## config.mk

```make
export PLATFORM = sky130hd
export DESIGN_NAME = data_transfer_d_ctrl
export DESIGN_NICKNAME = d
export VERILOG_FILES = /design/src/rtl/data_transfer_d_ctrl_pkg.sv /design/src/rtl/data_transfer_d_ctrl_dt_decode.sv /design/src/rtl/data_transfer_d_ctrl.sv
export SDC_FILE = /design/constraint.sdc
export NUM_CORES = 1
export LEC_CHECK = 0
export BUFFER_PORTS_ARGS = -buffer_cell sky130_fd_sc_hd__buf_2
export CAP_MARGIN = 40
export CORE_MARGIN = 4
export CORE_UTILIZATION = 46
export DETAILED_ROUTE_END_ITERATION = 8
export GPL_ROUTABILITY_DRIVEN = 1
export PLACE_DENSITY = 0.79
export SKIP_LAST_GASP = 1
export SLEW_MARGIN = 20
export SYNTH_ARGS = -nofsm -noshare
export SYNTH_HDL_FRONTEND = slang
export SYNTH_HIERARCHICAL = 1
export SYNTH_SLANG_ARGS = --single-unit
export TNS_END_PERCENT = 1
```

## constraint.sdc

```tcl
create_clock -name clk -period 0.8 [get_ports clk]
set_clock_uncertainty 0.1 [all_clocks]
set_input_delay 0.08 -clock clk [delete_from_list [all_inputs] [get_ports clk]]
set_output_delay 0.08 -clock clk [all_outputs]
set_load 0.01 [all_outputs]
```

## src/rtl/data_transfer_d_ctrl_pkg.sv

```systemverilog
// data_transfer_pkg
//   Shared encodings for the LEGv8 D-format (data-transfer) decoder:
//   opcode constants, ALU function select, mem_size / wb_sel / pc_sel
//   encodings, the 96-bit datapath control word layout and an
//   immediate sign-extension helper.
//   The byte-wide opcodes are only decoded when DATA_TRANSFER_BYTE_EN
//   is defined (see dt_decode).
package data_transfer_pkg;

    localparam logic [10:0] OP_STUR  = 11'b11111000000;
    localparam logic [10:0] OP_LDUR  = 11'b11111000010;
    localparam logic [10:0] OP_STURB = 11'b00111000000;
    localparam logic [10:0] OP_LDURB = 11'b00111000010;

    localparam logic [4:0] ALU_ADD = 5'b01000;

    localparam logic [1:0] MEM_SIZE_BYTE  = 2'b00;
    localparam logic [1:0] MEM_SIZE_DWORD = 2'b11;

    localparam logic [1:0] WB_SEL_ALU = 2'b00;
    localparam logic [1:0] WB_SEL_MEM = 2'b01;

    localparam logic [1:0] PC_SEL_PLUS4 = 2'b00;

    // Control word, MSB first; total width 96 bits.
    typedef struct packed {
        logic [4:0]  rd_addr_a;  // Rn, base address register
        logic [4:0]  rd_addr_b;  // Rt, store data register
        logic [4:0]  wr_addr;    // Rt, load destination
        logic        reg_write;
        logic        mem_write;
        logic        mem_read;
        logic [1:0]  mem_size;
        logic [4:0]  alu_fs;
        logic        b_sel_imm;
        logic [1:0]  wb_sel;
        logic [1:0]  pc_sel;
        logic        set_flags;
        logic        valid;
        logic [63:0] imm;
    } ctrl_word_t;

    // dt_addr is a signed 9-bit byte offset.
    function automatic logic [63:0] sext_dt_addr(input logic [8:0] dt_addr);
        return {{55{dt_addr[8]}}, dt_addr};
    endfunction

endpackage

```

## src/rtl/data_transfer_d_ctrl_dt_decode.sv

```systemverilog
// dt_decode
//   Purely combinational D-format decoder: instruction word in, next
//   control word out. Unrecognised opcodes yield an all-zero word
//   (valid=0, no register or memory side effects).
//   Optional feature macro: DATA_TRANSFER_BYTE_EN adds STURB/LDURB
//   (byte-sized accesses); without it those opcodes are NOPs.
// Ports:
//   instr      in  32  instruction word
//   ctrl_next  out 96  decoded control word (unregistered)
module dt_decode
    import data_transfer_pkg::*;
(
    input  logic [31:0] instr,
    output ctrl_word_t  ctrl_next
);

    logic [10:0] opcode;
    logic [8:0]  dt_addr;
    logic [4:0]  rn;
    logic [4:0]  rt;
    logic        unused_op2;

    assign opcode     = instr[31:21];
    assign dt_addr    = instr[20:12];
    assign rn         = instr[9:5];
    assign rt         = instr[4:0];
    // op2 carries no meaning for these instructions.
    assign unused_op2 = ^instr[11:10];

    logic       hit;
    logic       is_load;
    logic [1:0] size;

    always_comb begin
        hit     = 1'b0;
        is_load = 1'b0;
        size    = MEM_SIZE_DWORD;
        case (opcode)
            OP_STUR: begin
                hit = 1'b1;
            end
            OP_LDUR: begin
                hit     = 1'b1;
                is_load = 1'b1;
            end
`ifdef DATA_TRANSFER_BYTE_EN
            OP_STURB: begin
                hit  = 1'b1;
                size = MEM_SIZE_BYTE;
            end
            OP_LDURB: begin
                hit     = 1'b1;
                is_load = 1'b1;
                size    = MEM_SIZE_BYTE;
            end
`endif
            default: begin
                hit = 1'b0;
            end
        endcase
    end

    always_comb begin
        ctrl_next = '0;
        // Everything, including addresses and imm, stays zero on a miss.
        if (hit) begin
            ctrl_next.rd_addr_a = rn;
            ctrl_next.rd_addr_b = rt;
            ctrl_next.wr_addr   = rt;
            ctrl_next.reg_write = is_load;
            ctrl_next.mem_write = ~is_load;
            ctrl_next.mem_read  = is_load;
            ctrl_next.mem_size  = size;
            ctrl_next.alu_fs    = ALU_ADD;
            ctrl_next.b_sel_imm = 1'b1;
            ctrl_next.wb_sel    = is_load ? WB_SEL_MEM : WB_SEL_ALU;
            ctrl_next.pc_sel    = PC_SEL_PLUS4;
            ctrl_next.set_flags = 1'b0;
            ctrl_next.valid     = 1'b1;
            ctrl_next.imm       = sext_dt_addr(dt_addr);
        end
    end

endmodule

```

## src/rtl/data_transfer_d_ctrl.sv

```systemverilog
// data_transfer_d_ctrl
//   Registered control-word decoder for LEGv8 D-format instructions
//   (LDUR/STUR, plus LDURB/STURB when DATA_TRANSFER_BYTE_EN is defined).
//   One-cycle latency, a new instruction every cycle. There is no
//   valid/ready handshake: the instruction is always accepted and the
//   word's own valid bit marks whether it decoded to a real operation.
// Ports:
//   clk        in  1   rising-edge clock
//   rst_n      in  1   asynchronous active-low reset (clears ctrl_word)
//   instr      in  32  instruction word
//   ctrl_word  out 96  registered control word
module data_transfer_d_ctrl
    import data_transfer_pkg::*;
(
    input  logic        clk,
    input  logic        rst_n,
    input  logic [31:0] instr,
    output logic [95:0] ctrl_word
);

    ctrl_word_t dec_word;
    ctrl_word_t ctrl_word_d;
    ctrl_word_t ctrl_word_q;

    dt_decode u_dt_decode (
        .instr     (instr),
        .ctrl_next (dec_word)
    );

    always_comb begin
        ctrl_word_d = dec_word;
    end

    always_ff @(posedge clk or negedge rst_n) begin
        if (!rst_n) begin
            ctrl_word_q <= '0;
        end else begin
            ctrl_word_q <= ctrl_word_d;
        end
    end

    assign ctrl_word = ctrl_word_q;

endmodule

```

==> results of run 1 <==
==> worst max-delay path by stage <==
stage	startpoint	endpoint	slack, ps	cells past startpoint
3_5_place_dp	instr[26]	ctrl_word[83]$_DFF_PN0_	-540	4
2_1_floorplan	instr[26]	ctrl_word[10]$_DFF_PN0_	-1630	4
6_report	ctrl_word[55]$_DFF_PN0_	ctrl_word[55]	-250	1
5_1_grt	ctrl_word[55]$_DFF_PN0_	ctrl_word[55]	-310	1
3_3_place_gp	instr[23]	ctrl_word[76]$_DFF_PN0_	-550	5
4_1_cts	ctrl_word[55]$_DFF_PN0_	ctrl_word[55]	-290	1
==> routing by layer <==
| layer | part of all wire | vias to the layer above |
|---|---|---|
| met4 | 0.021 | 0 |
| met2 | 0.51 | 90 |
| met5 | 0 | - |
| met3 | 0.080 | 14 |
| met1 | 0.38 | 870 |
| li1 | - | 828 |
==> stage by stage <==
stage            util  area (µm²)
2_1_floorplan       -        3451
3_3_place_gp   0.5182        3739
3_5_place_dp   0.5182        3739
4_1_cts        0.5725        4130
5_1_grt        0.5725        4130
6_report       0.5725        4130
==> power groups by stage <==
stage	Combinational (mW)	Clock [mW]	Sequential, mW
floorplan	0.161	0	4.99
global placement	0.387	0	4.97
detailed placement	0.396	0	4.97
CTS	0.463	3.30	4.88
global route	0.512	3.56	4.88
finish	0.459	3.20	4.87
==> placed cells by master (no fill, tap or decap) <==
cell type and instances:
nor4_4 2, buf_4 10, buf_2 126, bufinv_16 1, or3b_4 1, clkinvlp_4 1
nand2b_1 2, nor4_1 1, clkinv_2 1, nor4_2 18, clkbuf_8 11, dlygate4sd3_1 18
nor2_1 1, nand2_1 20, dfrtp_1 96, nor4b_1 1, buf_12 4, nand4bb_1 1
conb_1 8, inv_6 2
==> cells by family after synthesis <==
| kind of cell | Yosys count | synth area share |
|---|---|---|
| and+or+nand+nor | 47 | 0.1138 |
| other | 1 | 0.001100 |
| DFF | 96 | 0.7046 |
| buffers and inverters | 83 | 0.1806 |
==> layout make-up <==
cell class	count	area, µm²	area share
Clock buffer	11	151.4	0.03666
Multi-Input combinational cell	55	426.7	0.1033
Tap cell	99	123.9	0.02999
Clock inverter	5	60.06	0.01454
Sequential cell	96	2402	0.5816
Timing Repair Buffer	158	965.9	0.2339
==> what timing repair did <==
action	in CTS	in global routing
buffers inserted	0	0
setup endpoints to repair	184	184
endpoints found under the hold margin	123	8
==> impl_metrics.toml, run 1 <==
[run_status]
outcome = "finished, violations left"
violations = "negative hold slack, negative setup slack"

[cells_and_area]
diodes = 0
layout.nets = 354
largest_reg_flops = 96
syn_to_final_growth_pct = 21.14
layout-drive-gt1-share = 0.5446
final_cells = 424
fillers = 601

[timing]
whs_ps = -124.2
slew_viol_final = 0
fin_crit_ps = 1053
setup_ws_ps = -252.5
fin_setup_tns_ps = -35530
finalSetupViolations = 184
timing.final.crit_share = 1.316
hold_violations = 8
grt_setup_unrepaired = "yes"
timing.fmax_ghz = 0.9501

[logic_synthesis]
ys_seq_elements = 96
synth_largest_area_cell = "dfrtp_1"
ys_seq_area_frac = 0.7046
synthTopCellsByCount = "dfrtp_1, buf_4, nand2_1, nor4_2, buf_2"
yosysTopAreaCellShare = 0.7046
syn-cell-area_um2 = 3410
synthTopCellsByArea = "dfrtp_1, buf_4, nor4_2"
synthFlopType = "dfrtp_1"
synthArstFlopShare = 1.000
synth_edf_count = 0
ys.warnings.count = 6
syn_avg_cell_area_um2 = 15.02
synth_most_common_cell = "dfrtp_1"
synth_cells = 227
netlist-cell-type-count = 15

[global_route]
grt_pass1_vias = 1797
grt_use_met2 = 0.2247
use_met3 = 0.04327
overflow = 0
antenna_found_initial = 0
gr-usage-met1 = 0.1542
grt_first_pass_wirelength_mm = 8.728
grt_max_degree = 57
grt_busiest_layer = "met2"
grt_usage = 0.1335

[hold_path]
hold_end = "ctrl_word[90]$_DFF_PN0_"
min_from = "instr[4]"
hold_class = "input pin to flop"
whs_path_depth = 3

[worst_setup_path]
slowest_stage = "dfrtp_1"
path_buf_inv = 1
crit_family = "flip-flops"
critPathKind = "flop to output port"
cp.required_ps = 620
cp_max_fo = 1
path_cells = "buf_2"
start_kind = "flop"
cp_data_arrival_time_ps = 870
slowest_delay_ps = 390
endpoint_kind = "output port"

[power]
pwr-share-comb = 0.054
vdd_drop_max_v = 0.0008389
intPower_mw = 6.703
p_total_mw = 8.532
seq_power_share = 0.571
clock_power_share = 0.375
swShare = 0.2144
powerDensity_nw_per_um2 = 2066
p_leak_nw = 2.331
switching_power_mw = 1.829

[placement]
dp_cells = 390
hpwl_mm = 3.850
dp_slack_ps = -535.8
port_buffers = 127
gp_congestion = 0.7532

[routing]
drtAntennaViolNets = 0
drt-vias-per-instance = 4.250
wl_per_cell_um = 13.22
vias = 1802
firstDrtPassIters = 4
wl_mm = 5.605
drtIter0Drc = 28
drc_errors = 0

[floorplan]
row_count = 31
fp.coreArea_um2 = 7214
start_util = 0.4726
die_h_um = 94.09
ios = 130
die_area_um2 = 8853
die_x_um = 94.09

[cts]
cts_tree = "yes"
path_clk_slew_ps = 90
cts.sinks = 96
cts.root.buffer_cell = "clkbuf_8"
cts_hold_buf = 18
h-tree-depth = 3
cts.path.max_buffers = 2
numCtsBuffers = 9
cts_resized = 0

[flow_run]
maxCapViolCount = 0
No activity file was read; power rests on OpenSTA's default activity.
==> run 2: changes to the inputs <==
CAP_MARGIN = 5   (was 40)
CORE_UTILIZATION = 47   (was 46)
CTS_BUF_LIST = sky130_fd_sc_hd__clkbuf_8   (was not set)
GPL_ROUTABILITY_DRIVEN = 0   (was 1)
PLACE_DENSITY = 0.8   (was 0.79)
==> run 2 against run 1 <==
- the run ends with negative setup slack left
- largest power group unchanged
- sequential power hardly changed
- routed wire length is 7.1% higher
- global-route usage rose by 1.6 points
- hold slack better by 140 ps
- flip-flop and latch count unchanged
- largest cell class unchanged
- final area increased by 1.8%
- utilization is 3.6 points higher
- clock power increased by 6.9%
==> impl_metrics.toml, run 2 (synthesis results as in run 1) <==
[placement]
port_buffers = 127
dp_slack_ps = -651.9
hpwl_mm = 4.193
dp_cells = 389

[power]
vdd_drop_max_v = 0.0009469
p_leak_nw = 2.370
powerDensity_nw_per_um2 = 2091

[cells_and_area]
syn_to_final_growth_pct = 23.27
layout.nets = 358
layout_common_cells = "buf_2, dfrtp_1, dlygate4sd3_1, nand2_1, nor4_2"
final_cells = 425
final_core_util = 0.6085
largest_reg_flops = 96
diodes = 0
layout-drive-gt1-share = 0.5441
layout_commonest_cell = "buf_2"

[worst_setup_path]
slowest_stage = "dfrtp_1"
endpoint_kind = "output port"
path_cells = "buf_2"
path_buf_inv = 1
cp.required_ps = 620
crit_family = "flip-flops"
slowest_delay_ps = 400
start_kind = "flop"
critPathKind = "flop to output port"
cp_max_fo = 1
cp_data_arrival_time_ps = 880

[cts]
path_clk_slew_ps = 90
h-tree-depth = 3
cts_tree = "yes"
post-cts-setup-buffer-count = 0
numCtsBuffers = 9
cts.root.buffer_cell = "clkbuf_8"
cts.sinks = 96
cts.path.max_buffers = 2

[global_route]
overflow = 0
antenna_found_initial = 0
grt_pass1_vias = 1912
grt_first_pass_wirelength_mm = 9.804
grt_usage = 0.1498
grt_max_degree = 57

[floorplan]
die_x_um = 93.17
die_h_um = 93.17
start_util = 0.4937
row_count = 30
die_area_um2 = 8681
fp.coreArea_um2 = 6907
ios = 130

[timing]
grt_setup_unrepaired = "yes"
slew_viol_final = 0
timing.fmax_ghz = 0.9401
setup_ws_ps = -263.7
timing.final.crit_share = 1.330
fin_setup_tns_ps = -34750
finalSetupViolations = 184
fin_crit_ps = 1064
hold_violations = 0

[run_status]
violations = "negative setup slack"
outcome = "finished, violations left"

[routing]
vias = 1840
wl_mm = 6.004
firstDrtPassIters = 3
wl_per_cell_um = 14.13
drt-vias-per-instance = 4.329
drc_errors = 0
drtAntennaViolNets = 0
drtIter0Drc = 23

[flow_run]
maxCapViolCount = 0

[hold_path]
hold_class = "input pin to flop"
-- run 2: final cells by class --
cell class	instances	area, µm²
tap	96	120.1
fill	562	2704
multi-input combinational	55	440.4
clock inverter	6	88.84
timing repair buffer	162	1013
clock buffer	10	137.6
sequential	96	2402
-- run 2: layer usage --
metal / GRT usage / up-vias / wire, µm
met5: 0 / - / 0
met4: 0.05372 / 0 / 111
met3: 0.06275 / 9 / 505
met2: 0.2531 / 93 / 3072
met1: 0.1705 / 897 / 2313
li1: - / 841 / -
-- run 2: path summary, 6_finish.rpt --
path                       slack [ps]  depth (start not counted)                      end                    from
max in group asynchronous         150                          3  ctrl_word[94]$_DFF_PN0_                   rst_n
hold / removal                     20                          3  ctrl_word[68]$_DFF_PN0_               instr[25]
setup / recovery                 -260                          1             ctrl_word[3]  ctrl_word[3]$_DFF_PN0_
min in group asynchronous          30                          2  ctrl_word[52]$_DFF_PN0_                   rst_n
-- run 2: stage by stage --
stage	hold slack (ps)	total power, mW	cell area, µm²
after floorplan	-315.6	5.149	3451
after global placement	-159.3	5.380	3767
after detailed placement	-159.8	5.394	3767
after CTS	-11.48	8.896	4194
after global routing	0.7624	9.196	4203
final	18.24	8.786	4203
-- run 2: what timing repair did --
action	CTS	global route
cloned	0	0
endpoints found under the hold margin	123	0
endpoints found under the setup margin	184	184
gates resized for setup	0	1
hold buffers	20	0
-- run 2: power by group --
part | internal (mW) | leakage, nW | switching, mW
Clock | 1.86 | 0.115 | 1.56
Combinational | 0.222 | 0.932 | 0.271
Sequential | 4.87 | 1.32 | 0.00525
==> run 3: changes to the inputs <==
ABC_AREA = 1   (was not set)
CORE_UTILIZATION = 46   (was 47)
HOLD_SLACK_MARGIN = 0.02   (was not set)
PLACE_DENSITY = 0.79   (was 0.8)
==> run 3 against run 2 <==
- first-iteration DRC count decreased by 26%
- combinational power decreased by 26%
- via count decreased by 11%
- the flow finishes with violations (negative hold slack, negative setup slack)
- routed wire length decreased by 14%
- utilization decreased by 2.9 points
==> impl_metrics.toml, run 3 <==
[cts]
path_clk_slew_ps = 90
cts_tree = "yes"
cts_resized = 0
cts.path.max_buffers = 2
cts_hold_buf = 19
cts.root.buffer_cell = "clkbuf_8"
numCtsBuffers = 9
cts.sinks = 96
h-tree-depth = 3
post-cts-setup-buffer-count = 0

[cells_and_area]
layout_common_cells = "buf_2, dfrtp_1, inv_1, dlygate4sd3_1, nor2_2"
diodes = 0
layout_commonest_cell = "buf_2"
syn_to_final_growth_pct = 20.58
layout-drive-gt1-share = 0.5212
fillers = 562
postLayoutCellArea_um2 = 3980
layout.nets = 360
final_cells = 426
largest_reg_flops = 96
final_core_util = 0.5794

[logic_synthesis]
yosysTopAreaCellShare = 0.7278
synthTopCellsByArea = "dfrtp_1, buf_4, nor2_2"
ys.warnings.count = 6
synth_most_common_cell = "dfrtp_1"
ys_seq_elements = 96
syn_avg_cell_area_um2 = 14.11
ys_seq_area_frac = 0.7278
syn-cell-area_um2 = 3301
synth_edf_count = 0
synthTopCellsByCount = "dfrtp_1, buf_4, inv_1, nor2_2, nand2_1"
synthArstFlopShare = 1.000
synth_largest_area_cell = "dfrtp_1"
netlist-cell-type-count = 13
synth_cells = 234
synthFlopType = "dfrtp_1"

[timing]
timing.fmax_ghz = 0.9589
fin_crit_ps = 1043
whs_ps = -15.93
grt_setup_unrepaired = "yes"
hold_violations = 1
slew_viol_final = 0
timing.final.crit_share = 1.304
finalSetupViolations = 106
setup_ws_ps = -242.9

[power]
powerDensity_nw_per_um2 = 2086
p_leak_nw = 2.422
p_total_mw = 8.302
vdd_drop_max_v = 0.001029

[worst_setup_path]
critPathKind = "flop to output port"
slowest_delay_ps = 380
crit_family = "flip-flops"
cp_data_arrival_time_ps = 860
slowest_stage = "dfrtp_1"
cp.required_ps = 620
path_buf_inv = 1
endpoint_kind = "output port"
cp.depth = 1
start_kind = "flop"
cp_max_fo = 1
path_cells = "buf_2"

[run_status]
violations = "negative hold slack, negative setup slack"
outcome = "finished, violations left"

[placement]
dp_slack_ps = -342.4
port_buffers = 127
dp_cells = 392
hpwl_mm = 3.448
post_dp_cell_area_um2 = 3592

[global_route]
grt_pass1_vias = 1698
grt_max_degree = 57
grt_first_pass_wirelength_mm = 8.342
grt_usage = 0.1279
overflow = 0
antenna_found_initial = 0

[routing]
drtAntennaViolNets = 0
drt-vias-per-instance = 3.840
wl_per_cell_um = 12.18
firstDrtPassIters = 3
drtIter0Drc = 17
drc_errors = 0
vias = 1636
wl_mm = 5.189

[floorplan]
die_x_um = 92.71
row_count = 30
die_area_um2 = 8594
ios = 130
start_util = 0.4805
die_h_um = 92.71
fp.coreArea_um2 = 6869

[hold_path]
hold_class = "input pin to flop"
whs_path_depth = 5

[flow_run]
maxCapViolCount = 0
==> run 3: changes by cell type after synthesis, sizes merged <==
cell,before,now
nor4b,1,0
nor2,1,25
nand2b,2,0
or3b,1,0
nand3,0,1
o21ai,0,1
clkbuf,2,0
nand2,20,5
inv,0,28
nand4bb,1,0
buf,81,77
nor4,21,0
==> run 3: metrics by stage <==
step                TNS, ps  hold WS (ps)
floorplan            -45750        -315.6
global placement     -24900        -174.3
detailed placement   -28020        -172.3
CTS                  -23180        -39.74
global route         -29260         9.658
finish               -20540        -15.93
==> run 3: final cells by class <==
cell class | instances | area, µm² | share of cell area
Clock inverter | 4 | 46.29 | 0.01163
Clock buffer | 11 | 151.4 | 0.03804
Multi-Input combinational cell | 40 | 239.0 | 0.06004
Tap cell | 96 | 120.1 | 0.03018
Inverter | 28 | 105.1 | 0.02641
Sequential cell | 96 | 2402 | 0.6036
Timing Repair Buffer | 151 | 915.9 | 0.2301
==> run 3: worst paths after layout <==
path / from / end / slack, ps
setup / recovery: ctrl_word[91]$_DFF_PN0_ / ctrl_word[91] / -240
max in group asynchronous: rst_n / ctrl_word[1]$_DFF_PN0_ / 140
hold / removal: instr[29] / ctrl_word[79]$_DFF_PN0_ / -20
min in group asynchronous: rst_n / ctrl_word[40]$_DFF_PN0_ / 30
==> run 3: power by group <==
| group | internal [mW] | switching, mW | total (mW) | leakage [nW] |
|---|---|---|---|---|
| Clock | 1.58 | 1.48 | 3.06 | 0.108 |
| Sequential | 4.87 | 0.00429 | 4.87 | 1.32 |
| Combinational | 0.171 | 0.193 | 0.364 | 0.991 |
==> run 3: logic make-up (layout without fill, tap and decap cells) <==
group,Yosys count,count (layout),share of synthesized area
AOI/OAI and AO/OA,1,1,0.002654
DFF,96,96,0.7278
buffers and inverters,105,194,0.2092
and+or+nand+nor,31,31,0.05913
other,1,8,0.001136
==> run 3: routing by layer <==
| layer | part of all wire | vias to the layer above | track usage |
|---|---|---|---|
| met3 | 0.11 | 6 | 0.05443 |
| li1 | - | 782 | - |
| met2 | 0.52 | 87 | 0.2151 |
| met1 | 0.35 | 761 | 0.1387 |
| met5 | 0 | - | 0 |
| met4 | 0.012 | 0 | 0.06227 |
